### config.mk
export PLATFORM = sky130hd
export DESIGN_NAME = data_encrypt_ser
export DESIGN_NICKNAME = d
export VERILOG_FILES = /design/src/rtl/data_encrypt_ser.sv
export SDC_FILE = /design/constraint.sdc
export NUM_CORES = 1
export LEC_CHECK = 0
export ABC_AREA = 1
export ABC_CLOCK_PERIOD_IN_PS = 1800
export CORE_MARGIN = 2
export CORE_UTILIZATION = 36
export CTS_CLUSTER_DIAMETER = 30
export DETAILED_ROUTE_END_ITERATION = 12
export SYNTH_ARGS = -nofsm -noshare
export SYNTH_HDL_FRONTEND = slang
export SYNTH_SLANG_ARGS = --single-unit
export TNS_END_PERCENT = 5
### constraint.sdc
create_clock -name i_clk -period 1.8 [get_ports i_clk]
set_input_delay 0.36 -clock i_clk [delete_from_list [all_inputs] [get_ports i_clk]]
set_output_delay 0.36 -clock i_clk [all_outputs]
set_load 0.01 [all_outputs]
### src/rtl/data_encrypt_ser.sv
// data_encrypt_ser: word-in, bit-serial-out self-synchronizing scrambler, c[n] = d[n] ^ c[n-3] ^ c[n-5].
// Optional DATA_ENCRYPT_BYPASS_EN adds i_bypass, which sends plaintext for test mode.
module data_encrypt_ser #(
  parameter int unsigned DATA_W   = 8,
  parameter logic        IDLE_BIT = 1'b0
) (
  input  logic              i_clk,
  input  logic              i_rst_n,
`ifdef DATA_ENCRYPT_BYPASS_EN
  input  logic              i_bypass,
`endif
  input  logic [DATA_W-1:0] i_data,
  input  logic              i_valid,
  output logic              o_ready,
  output logic              o_code,
  output logic              o_bit_vld,
  output logic              o_busy
);

  localparam int unsigned   CW   = (DATA_W > 1) ? $clog2(DATA_W) : 1;
  localparam logic [CW-1:0] LAST = CW'(DATA_W - 1);

  typedef enum logic {
    S_IDLE,
    S_SHIFT
  } state_t;

  state_t            state_q, state_d;
  logic [4:0]        hist_q, hist_d;
  logic [CW-1:0]     cnt_q, cnt_d;
  logic [DATA_W-1:0] word_q, word_d;
  logic              vld_q, vld_d;
  logic              busy_q, busy_d;
  logic              accept;
  logic              d_bit;
  logic              c_bit;

  // Ready while idle or while the last bit of the current word is on the line
  always_comb begin
    o_ready = (state_q == S_IDLE) ||
              ((state_q == S_SHIFT) && (cnt_q == LAST));
  end

  // Pick the plaintext bit for the next clock and advance word/counter state
  always_comb begin
    state_d = state_q;
    cnt_d   = cnt_q;
    word_d  = word_q;
    vld_d   = 1'b0;
    busy_d  = 1'b0;
    d_bit   = IDLE_BIT;
    accept  = i_valid && o_ready;
    if (accept) begin
      state_d = S_SHIFT;
      cnt_d   = '0;
      word_d  = i_data;
      d_bit   = i_data[0];
      vld_d   = 1'b1;
      busy_d  = 1'b1;
    end else if ((state_q == S_SHIFT) && (cnt_q != LAST)) begin
      cnt_d   = cnt_q + 1'b1;
      d_bit   = word_q[cnt_d];
      vld_d   = 1'b1;
      busy_d  = 1'b1;
    end else begin
      state_d = S_IDLE;
      cnt_d   = '0;
    end
  end

  // Scramble against the code history; history shifts every clock
  always_comb begin
`ifdef DATA_ENCRYPT_BYPASS_EN
    c_bit  = i_bypass ? d_bit : (d_bit ^ hist_q[2] ^ hist_q[0]);
`else
    c_bit  = d_bit ^ hist_q[2] ^ hist_q[0];
`endif
    hist_d = {c_bit, hist_q[4:1]};
  end

  // State, history and registered outputs
  always_ff @(posedge i_clk or negedge i_rst_n) begin
    if (!i_rst_n) begin
      state_q <= S_IDLE;
      hist_q  <= '0;
      cnt_q   <= '0;
      word_q  <= '0;
      vld_q   <= 1'b0;
      busy_q  <= 1'b0;
    end else begin
      state_q <= state_d;
      hist_q  <= hist_d;
      cnt_q   <= cnt_d;
      word_q  <= word_d;
      vld_q   <= vld_d;
      busy_q  <= busy_d;
    end
  end

  assign o_code    = hist_q[4];
  assign o_bit_vld = vld_q;
  assign o_busy    = busy_q;

endmodule

==> results of run 1 <==
-- cell families (layout without fill, tap and decap cells) --
family	count (synthesis)	in the layout	synth area share [%]
simple gates	49	49	30.4
buf+inv	9	31	4.85
fa+ha+maj	2	2	3.24
xor+xnor	1	1	1.13
flops	18	18	58.3
compound gates	1	1	2.10
-- worst max-delay path: stages (launching register included) --
cell and delay [ns]:
sky130_fd_sc_hd__dfrtp_1 0.39, sky130_fd_sc_hd__ha_1 0.20, sky130_fd_sc_hd__ha_1 0.18, sky130_fd_sc_hd__inv_2 0.07, sky130_fd_sc_hd__nand2_4 0.04, sky130_fd_sc_hd__clkbuf_2 0.12
-- area by class of cell --
class                           count  share of cell area (%)
Tap cell                           27                    3.37
Timing Repair Buffer               20                    18.0
Inverter                            8                    3.00
Clock buffer                        3                    2.25
Multi-Input combinational cell     53                    28.5
Sequential cell                    18                    44.9
-- cell usage in the layout (no fill, tap or decap), types with 2 or more instances in the layout --
| master | n |
|---|---|
| sky130_fd_sc_hd__nor2_1 | 2 |
| sky130_fd_sc_hd__dfrtp_1 | 18 |
| sky130_fd_sc_hd__inv_1 | 6 |
| sky130_fd_sc_hd__nand3_1 | 4 |
| sky130_fd_sc_hd__buf_4 | 6 |
| sky130_fd_sc_hd__nand3_2 | 3 |
| sky130_fd_sc_hd__clkdlybuf4s50_1 | 13 |
| sky130_fd_sc_hd__clkbuf_4 | 3 |
| sky130_fd_sc_hd__inv_2 | 2 |
| sky130_fd_sc_hd__nand2_1 | 35 |
| sky130_fd_sc_hd__nand2_4 | 2 |
| sky130_fd_sc_hd__ha_1 | 2 |
-- power by group through the flow --
stage | Sequential, mW | Combinational [mW] | Clock, mW
6_report | 0.689 | 0.834 | 0.187
5_1_grt | 0.719 | 0.964 | 0.223
3_5_place_dp | 0.702 | 0.831 | 0
3_3_place_gp | 0.692 | 0.824 | 0
4_1_cts | 0.695 | 0.850 | 0.201
2_1_floorplan | 0.697 | 0.582 | 0
-- metal layers --
metal / global-route usage (%) / vias to the layer above
met1: 14.9 / 243
li1: - / 291
met3: 5.65 / 2
met5: 0 / -
met2: 19.3 / 20
met4: 5.41 / 0
-- flip-flops by register name, summed over array words and instances (netlist names) --
name     count
word_q       8
hist_q       5
cnt_q        3
o_busy       1
state_q      1
-- timing repair --
| action | CTS | global route |
|---|---|---|
| gates resized for setup | 3 | 1 |
| setup endpoints to repair | 1 | 1 |
| buffers inserted | 1 | 0 |
-- worst paths after layout --
path	start	slack [ns]	to
max in group asynchronous	i_rst_n	1.21	cnt_q[1]
min reg2reg	hist_q[3]	0.36	hist_q[2]
min in group asynchronous	i_rst_n	0.40	word_q[5]
max	cnt_q[0]	0.16	o_ready
max reg2reg	cnt_q[0]	0.28	hist_q[4]
min	hist_q[3]	0.36	hist_q[2]
-- through the flow --
| step | cell area, sq um | hold slack [ns] |
|---|---|---|
| 5_1_grt | 1000 | 0.379 |
| 6_report | 1000 | 0.363 |
| 2_1_floorplan | 773 | 0.0644 |
| 3_3_place_gp | 977 | 0.334 |
| 3_5_place_dp | 977 | 0.348 |
| 4_1_cts | 1010 | 0.369 |
==> results.py, run 1 <==
metrics = {
    "run_status": {
        "status": "finished, final reports clean",
    },
    "logic_synthesis": {
        "synthDistinctLibCells": 15,
        "ys_dominant_reg_cell": "sky130_fd_sc_hd__dfrtp_1",
        "synth_commonest_cells": "35 x sky130_fd_sc_hd__nand2_1, 18 x sky130_fd_sc_hd__dfrtp_1, 7 x sky130_fd_sc_hd__inv_1",
        "synth_top_area_cells": "sky130_fd_sc_hd__dfrtp_1 58%, sky130_fd_sc_hd__nand2_1 17%, sky130_fd_sc_hd__nand3_2 3.9%, sky130_fd_sc_hd__inv_1 3.4%, sky130_fd_sc_hd__ha_1 3.2%",
        "synthesis.instances": 80,
        "synth.yosys.seq_area_share_pct": 58.3,
        "syn_area_per_cell_sq_um": 9.67,
        "synth.net_count": 93,
        "post-synth-top-area-cell": "sky130_fd_sc_hd__dfrtp_1",
        "ys_seq_elements": 18,
        "synth_edf_count": 0,
        "synth_area_sq_um": 773,
        "synthDominantCellAreaShare_pct": 58.3,
        "async_flop_share_pct": 100,
        "yosysMostFrequentCell": "sky130_fd_sc_hd__nand2_1",
        "ys_warn_count": 0,
    },
    "critical_path": {
        "critical_path_class": "reg -> out",
        "end_kind": "output port",
        "timing.critical_path.fanout_max": 2,
        "timing.critical_path.from_type": "register",
        "r2r_cells": 11,
        "critPathArrivalTime_ns": 1.28,
        "required_ns": 1.44,
    },
    "timing": {
        "fin_crit_ns": 1.64,
        "worstMarginPinSlew_ns": 0.238,
        "finalHoldViolations": 0,
        "min_period_over_period_pct": 91.3,
        "setup_tns_ns": 0,
        "maxSlewViolCount": 0,
        "timing.fmax_mhz": 609,
        "worst_clock_skew_ns": 0.00587,
        "finalSetupViolCount": 0,
        "rsz0062_at_grt": "no",
        "relSlewSlack_pct": 84.0,
        "finalWorstSetupSlack_ns": 0.157,
    },
    "floorplanning": {
        "die_w_microns": 50.3,
        "top_level_ports": 15,
        "num_rows": 16,
        "die-height_microns": 50.3,
        "floorplan.core_area_sq_um": 2000,
        "die_area_sq_um": 2530,
        "initial_utilization_pct": 38.6,
    },
    "pwr": {
        "share_clk_of_total_power_pct": 10.9,
        "cellLeakagePower_nw": 0.502,
        "pwr_density_nw_per_um2": 1710,
        "seq_power_share_pct": 40.3,
        "p_comb_share_pct": 48.8,
        "vdd_drop_max_uv": 739,
        "cell_internal_pwr_mw": 1.06,
        "p_sw_share_pct": 38.0,
        "power_mw": 1.71,
        "total_switching_power_uw": 650,
    },
    "clocking": {
        "tritoncts": "done",
        "clock_tree.buffer_depth": 2,
        "tritoncts_num_sinks": 18,
        "inserted_clock_buffers": 3,
        "clk-insertion-delay-late_ns": 0.28,
        "clk_pin_slew_worst_paths_ns": 0.09,
        "root_buffer": "sky130_fd_sc_hd__clkbuf_4",
        "htree_num_levels": 1,
        "cts.hold.buffers_added": 0,
    },
    "grt": {
        "global_route.overflow_total": 0,
        "total_global_route_track_usage_pct": 12.5,
        "grt_first_pass_wirelength_microns": 2300,
        "antenna_found_initial": 0,
        "grt_pass1_vias": 532,
        "maximum_number_of_pins_on_one_net_before_global_route_repair": 19,
    },
    "worst_hold_path": {
        "worst_hold_path_type": "reg -> reg",
        "timing.hold.worst_path_depth": 0,
    },
    "detailed_routing": {
        "first_pass_iters": 4,
        "dr.first_iter.drc_count": 15,
        "avgRoutedWirePerCell_microns": 9.72,
        "dr_wl_met2_microns": 599,
        "num_vias": 556,
        "routedLengthMet1_microns": 548,
        "drt_wl_total_microns": 1250,
        "met3_wirelength_microns": 90,
        "antenna_violating_nets_remaining": 0,
        "top_layer": "met4",
        "post_drt_via_cell_ratio": 4.31,
        "post-route-drc-count": 0,
    },
    "cells_and_area": {
        "multiInputGateArea_sq_um": 285,
        "post-route-util_pct": 50.1,
        "drive_gt1_share_pct": 19.6,
        "ff_latch_area_sq_um": 450,
        "finalNetCount": 117,
        "final_cell_count_no_fill": 129,
        "antennaDiodeCount": 0,
        "syn_to_final_growth_pct": 29.6,
        "num-fill-cells": 194,
    },
    "placement": {
        "io_buffers": 14,
        "worst_slack_after_detailed_placement_ns": 0.0781,
        "post_place_cells": 125,
        "post-dp-hpwl_microns": 965,
        "globalplace.congestion": 0.704,
    },
    "flow_run": {
        "timing.max_cap.violations": 0,
    },
}
(Power assumes the default switching activity.)
==> inputs of run 2 (changes only) <==
ABC_CLOCK_PERIOD_IN_PS = 2100   (was 1800)
CAP_MARGIN = 20   (was unset)
clock period = 2.1 ns   (was 1.8 ns; I/O delays follow)
==> run 2 against run 1 <==
  * Worst hold slack improved by 0.0014 ns
  * Clock power down 9%
  * Combinational power is 18% lower
  * Final cell count fell by 2.3%
  * Count of clock-buffer cells in the layout did not move
  * First-iteration DRC count fell by 80%
  * Worst setup slack worse by 0.036 ns
  * Sequential share of layout area grew 0.86 points
  * Design area fell by 1.9%
  * Die area did not move
  * Global-route usage is 0.71 points higher
  * Largest power group unchanged
==> results.py, run 2 (synthesis gave the netlist of run 1 again) <==
metrics = {
    "detailed_routing": {
        "first_pass_iters": 2,
        "num_vias": 552,
        "dr.first_iter.drc_count": 3,
        "routedLengthMet1_microns": 594,
        "dr_wl_met2_microns": 589,
        "post-route-drc-count": 0,
        "drt_wl_total_microns": 1300,
        "avgRoutedWirePerCell_microns": 10.3,
        "post_drt_via_cell_ratio": 4.38,
        "antenna_violating_nets_remaining": 0,
        "met3_wirelength_microns": 84,
        "top_layer": "met4",
    },
    "cells_and_area": {
        "num-fill-cells": 194,
        "final_cell_mix": "35 x sky130_fd_sc_hd__nand2_1, 18 x sky130_fd_sc_hd__dfrtp_1, 13 x sky130_fd_sc_hd__clkdlybuf4s50_1",
        "syn_to_final_growth_pct": 27.2,
        "finalNetCount": 114,
        "reg_top3": "word_q x8, hist_q x5, cnt_q x3",
        "largest_register_ff_count": 8,
        "antennaDiodeCount": 0,
        "mostFrequentLayoutCell": "sky130_fd_sc_hd__nand2_1",
        "final_cell_count_no_fill": 126,
        "top_register": "word_q",
        "drive_gt1_share_pct": 16.2,
    },
    "grt": {
        "grt_pass1_vias": 578,
        "antenna_found_initial": 0,
        "global_route.overflow_total": 0,
        "total_global_route_track_usage_pct": 13.2,
        "maximum_number_of_pins_on_one_net_before_global_route_repair": 19,
        "grt_first_pass_wirelength_microns": 2440,
    },
    "worst_hold_path": {
        "worst_hold_path_type": "reg -> reg",
    },
    "clocking": {
        "cts.hold.buffers_added": 0,
        "root_buffer": "sky130_fd_sc_hd__clkbuf_4",
        "tritoncts_num_sinks": 18,
        "clock_tree.buffer_depth": 2,
        "clk_pin_slew_worst_paths_ns": 0.10,
        "htree_num_levels": 1,
        "tritoncts": "done",
        "inserted_clock_buffers": 3,
        "cts_setup_buffers": 0,
        "clk-insertion-delay-late_ns": 0.29,
    },
    "floorplanning": {
        "num_rows": 16,
        "initial_utilization_pct": 38.6,
        "top_level_ports": 15,
        "floorplan.core_area_sq_um": 2000,
        "die_area_sq_um": 2530,
        "die_w_microns": 50.3,
        "die-height_microns": 50.3,
    },
    "timing": {
        "min_period_over_period_pct": 94.2,
        "relSlewSlack_pct": 85.2,
        "finalHoldViolations": 0,
        "fin_crit_ns": 1.98,
        "worst_clock_skew_ns": 0.00299,
        "setup_tns_ns": 0,
        "worstMarginPinSlew_ns": 0.222,
        "rsz0062_at_grt": "no",
        "timing.fmax_mhz": 505,
        "maxSlewViolCount": 0,
        "finalSetupViolCount": 0,
    },
    "critical_path": {
        "timing.critical_path.from_type": "register",
        "end_kind": "output port",
        "path_delay_family": "flip-flops",
        "crit_top_cell": "sky130_fd_sc_hd__ha_1",
        "crit_path_cell_trace": "ha_1 -> ha_1 -> inv_2 -> nand2_4 -> dlygate4sd2_1",
        "required_ns": 1.68,
        "critical-path-slowest-cell": "sky130_fd_sc_hd__dfrtp_1",
        "critPathArrivalTime_ns": 1.56,
        "critPathMaxStageDelay_ns": 0.40,
        "critical_path_class": "reg -> out",
        "timing.critical_path.buf_inv": 2,
        "timing.critical_path.fanout_max": 7,
    },
    "pwr": {
        "total_switching_power_uw": 566,
        "p_comb_share_pct": 47.4,
        "share_clk_of_total_power_pct": 11.7,
        "pwr_density_nw_per_um2": 1480,
        "power_mw": 1.45,
        "cellLeakagePower_nw": 0.491,
        "p_sw_share_pct": 39.0,
        "cell_internal_pwr_uw": 885,
        "vdd_drop_max_uv": 745,
        "seq_power_share_pct": 40.8,
    },
    "placement": {
        "globalplace.congestion": 0.722,
        "io_buffers": 14,
        "post_place_cells": 123,
        "post-dp-hpwl_microns": 946,
    },
    "flow_run": {
        "timing.max_cap.violations": 0,
    },
    "run_status": {
        "status": "finished, final reports clean",
    },
}
==> run 2: cell types whose count changed in the layout (fill, tap and decap cells not counted) <==
| cell | before | now |
|---|---|---|
| sky130_fd_sc_hd__buf_4 | 6 | 3 |
| sky130_fd_sc_hd__clkbuf_2 | 1 | 0 |
| sky130_fd_sc_hd__dlygate4sd2_1 | 0 | 1 |
==> run 2: worst paths after layout <==
check	slack (ns)	endpoint	startpoint	cells past startpoint
min in group asynchronous	0.44	word_q[6]	i_rst_n	2
max in group asynchronous	1.47	word_q[0]	i_rst_n	2
worst min-delay path	0.36	hist_q[2]	hist_q[3]	0
worst max register to register	0.63	hist_q[4]	cnt_q[0]	9
worst min register to register	0.36	hist_q[2]	hist_q[3]	0
worst max-delay path	0.12	o_ready	cnt_q[0]	5
==> run 2: routing by layer <==
metal / track usage (%) / vias up
met5: 0 / -
met4: 6.76 / 0
met3: 5.36 / 4
met2: 20.6 / 15
met1: 15.5 / 249
li1: - / 284
==> run 2: final cells by class <==
class / count / area [sq um] / area share, %
sequential: 18 / 450 / 45.8
multi-input combinational: 53 / 285 / 29.0
timing repair buffer: 17 / 161 / 16.4
tap: 27 / 33.8 / 3.44
inverter: 8 / 30.0 / 3.05
clock buffer: 3 / 22.5 / 2.29
==> run 2: per-stage QoR <==
| step | util (%) | hold slack [ns] | instance area (sq um) | setup slack [ns] |
|---|---|---|---|---|
| floorplan | - | 0.124 | 773 | 0.582 |
| global placement | 48.1 | 0.334 | 962 | 0.240 |
| detailed placement | 48.1 | 0.340 | 962 | 0.198 |
| CTS | 49.1 | 0.368 | 983 | 0.0445 |
| global route | 49.1 | 0.388 | 983 | 0.0334 |
| finish | 49.1 | 0.365 | 983 | 0.122 |
==> run 2: repair_timing <==
item / in CTS / in global routing
cloned: 0 / 0
gates resized for setup: 1 / 1
endpoints found under the setup margin: 1 / 1
==> run 2: power groups by stage <==
stage	registers, mW	logic (mW)	clock network [mW]
6_report	0.593	0.688	0.170
5_1_grt	0.616	0.808	0.199
4_1_cts	0.594	0.699	0.182
3_5_place_dp	0.600	0.701	0
3_3_place_gp	0.593	0.696	0
2_1_floorplan	0.597	0.499	0
==> inputs of run 3 (changes only) <==
CORE_UTILIZATION = 52   (was 36)
PLACE_DENSITY = 0.8   (was unset)
SLEW_MARGIN = 30   (was unset)
==> run 3 against run 2 <==
  * Combinational power increased by 0.7%
  * Utilization increased by 22 points
  * Flip-flop and latch count unchanged
  * Critical path type unchanged
  * Highest routed layer unchanged
==> results.py, run 3 (synthesis gave the netlist of run 1 again) <==
metrics = {
    "cells_and_area": {
        "mostFrequentLayoutCell": "sky130_fd_sc_hd__nand2_1",
        "antennaDiodeCount": 0,
        "drive_gt1_share_pct": 15.3,
        "syn_to_final_growth_pct": 24.3,
        "top_register": "word_q",
        "largest_register_ff_count": 8,
        "num-fill-cells": 122,
        "final_cell_count_no_fill": 113,
        "finalNetCount": 113,
        "reg_top3": "word_q x8, hist_q x5, cnt_q x3",
        "final_cell_mix": "35 x sky130_fd_sc_hd__nand2_1, 18 x sky130_fd_sc_hd__dfrtp_1, 13 x sky130_fd_sc_hd__clkdlybuf4s50_1",
    },
    "pwr": {
        "cellLeakagePower_nw": 0.486,
        "share_clk_of_total_power_pct": 11.2,
        "pwr_density_nw_per_um2": 1510,
        "p_sw_share_pct": 39.5,
        "vdd_drop_max_uv": 783,
        "seq_power_share_pct": 41.1,
        "total_switching_power_uw": 573,
        "power_mw": 1.45,
        "p_comb_share_pct": 47.7,
        "cell_internal_pwr_uw": 880,
    },
    "floorplanning": {
        "die_area_sq_um": 1810,
        "die-height_microns": 42.6,
        "top_level_ports": 15,
        "num_rows": 13,
        "floorplan.core_area_sq_um": 1350,
        "die_w_microns": 42.6,
        "initial_utilization_pct": 57.3,
    },
    "timing": {
        "rsz0062_at_grt": "no",
        "finalWorstSetupSlack_ns": 0.119,
        "relSlewSlack_pct": 79.2,
        "min_period_over_period_pct": 94.3,
        "fin_crit_ns": 1.98,
        "setup_tns_ns": 0,
        "worstMarginPinSlew_ns": 0.312,
        "finalHoldViolations": 0,
        "timing.fmax_mhz": 505,
        "worst_clock_skew_ns": 0.00391,
        "maxSlewViolCount": 0,
        "finalSetupViolCount": 0,
    },
    "grt": {
        "grt_pass1_vias": 579,
        "total_global_route_track_usage_pct": 20.2,
        "global_route.overflow_total": 0,
        "antenna_found_initial": 0,
        "maximum_number_of_pins_on_one_net_before_global_route_repair": 19,
        "grt_first_pass_wirelength_microns": 2550,
    },
    "clocking": {
        "inserted_clock_buffers": 3,
        "clk-insertion-delay-late_ns": 0.29,
        "cts_setup_buffers": 0,
        "root_buffer": "sky130_fd_sc_hd__clkbuf_4",
        "htree_num_levels": 1,
        "tritoncts_num_sinks": 18,
        "tritoncts": "done",
        "clk_pin_slew_worst_paths_ns": 0.09,
        "clock_tree.buffer_depth": 2,
    },
    "detailed_routing": {
        "top_layer": "met4",
        "post_drt_via_cell_ratio": 4.93,
        "first_pass_iters": 4,
        "post-route-drc-count": 0,
        "antenna_violating_nets_remaining": 0,
        "routedLengthMet1_microns": 576,
        "drt_wl_total_microns": 1350,
        "dr_wl_met2_microns": 643,
        "dr.first_iter.drc_count": 4,
        "num_vias": 557,
        "avgRoutedWirePerCell_microns": 11.9,
        "met3_wirelength_microns": 85,
    },
    "critical_path": {
        "critPathArrivalTime_ns": 1.56,
        "crit_top_cell": "sky130_fd_sc_hd__ha_1",
        "timing.critical_path.from_type": "register",
        "timing.critical_path.fanout_max": 7,
        "crit_path_cell_trace": "ha_1 -> ha_1 -> inv_2 -> nand2_4 -> dlygate4sd2_1",
        "r2r_cells": 9,
        "end_kind": "output port",
        "critical-path-slowest-cell": "sky130_fd_sc_hd__dfrtp_1",
        "critPathMaxStageDelay_ns": 0.41,
        "required_ns": 1.68,
        "critical_path_class": "reg -> out",
    },
    "worst_hold_path": {
        "timing.hold.worst_path_depth": 0,
        "worst_hold_path_type": "reg -> reg",
    },
    "placement": {
        "io_buffers": 14,
        "worst_slack_after_detailed_placement_ns": 0.191,
        "post-dp-hpwl_microns": 984,
        "post_place_cells": 110,
        "globalplace.congestion": 0.786,
    },
    "run_status": {
        "status": "finished, final reports clean",
    },
    "flow_run": {
        "timing.max_cap.violations": 0,
    },
}
run 3: metrics by stage:
| step | hold WS (ns) | utilization (%) | instance area [sq um] |
|---|---|---|---|
| detailed placement | 0.336 | 69.6 | 940 |
| global placement | 0.331 | 69.6 | 940 |
| finish | 0.358 | 71.2 | 961 |
| global route | 0.369 | 71.2 | 961 |
| floorplan | 0.124 | - | 773 |
| CTS | 0.359 | 71.2 | 961 |
run 3: layer usage:
metal	up-vias	global-route usage [%]
met1	252	22.2
met5	-	0
met3	7	8.62
met4	0	11.3
met2	16	32.6
li1	282	-
run 3: cell type report:
| type | count | area (sq um) | share of cell area (%) |
|---|---|---|---|
| Clock buffer | 3 | 22.5 | 2.34 |
| Timing Repair Buffer | 16 | 154 | 16.0 |
| Tap cell | 15 | 18.8 | 1.95 |
| Multi-Input combinational cell | 53 | 285 | 29.7 |
| Sequential cell | 18 | 450 | 46.9 |
| Inverter | 8 | 30.0 | 3.12 |
run 3: repair_timing:
item / CTS / global route
gates resized for setup: 1 / 1
endpoints found under the setup margin: 1 / 1
pin swaps: 0 / 0
hold buffers: 0 / 0
run 3: worst paths after layout:
path / startpoint / endpoint / slack [ns]
min reg2reg: hist_q[3] / hist_q[2] / 0.36
min in group asynchronous: i_rst_n / o_busy / 0.45
min: hist_q[3] / hist_q[2] / 0.36
max in group asynchronous: i_rst_n / word_q[0] / 1.46
max reg2reg: cnt_q[0] / hist_q[4] / 0.58
max: cnt_q[0] / o_ready / 0.12
run 3: power groups by stage:
stage	combinational [mW]	sequential, mW	clock, mW
after global placement	0.679	0.592	0
after detailed placement	0.700	0.601	0
after floorplan	0.499	0.597	0
after CTS	0.702	0.598	0.173
final	0.693	0.597	0.163
after global routing	0.792	0.618	0.195
run 3: critical path, delay by kind of cell, from the launching register on:
kind	cells	cell delay, ns
simple gates	1	0.09
flops	1	0.41
buf+inv	2	0.39
fa+ha+maj	2	0.40
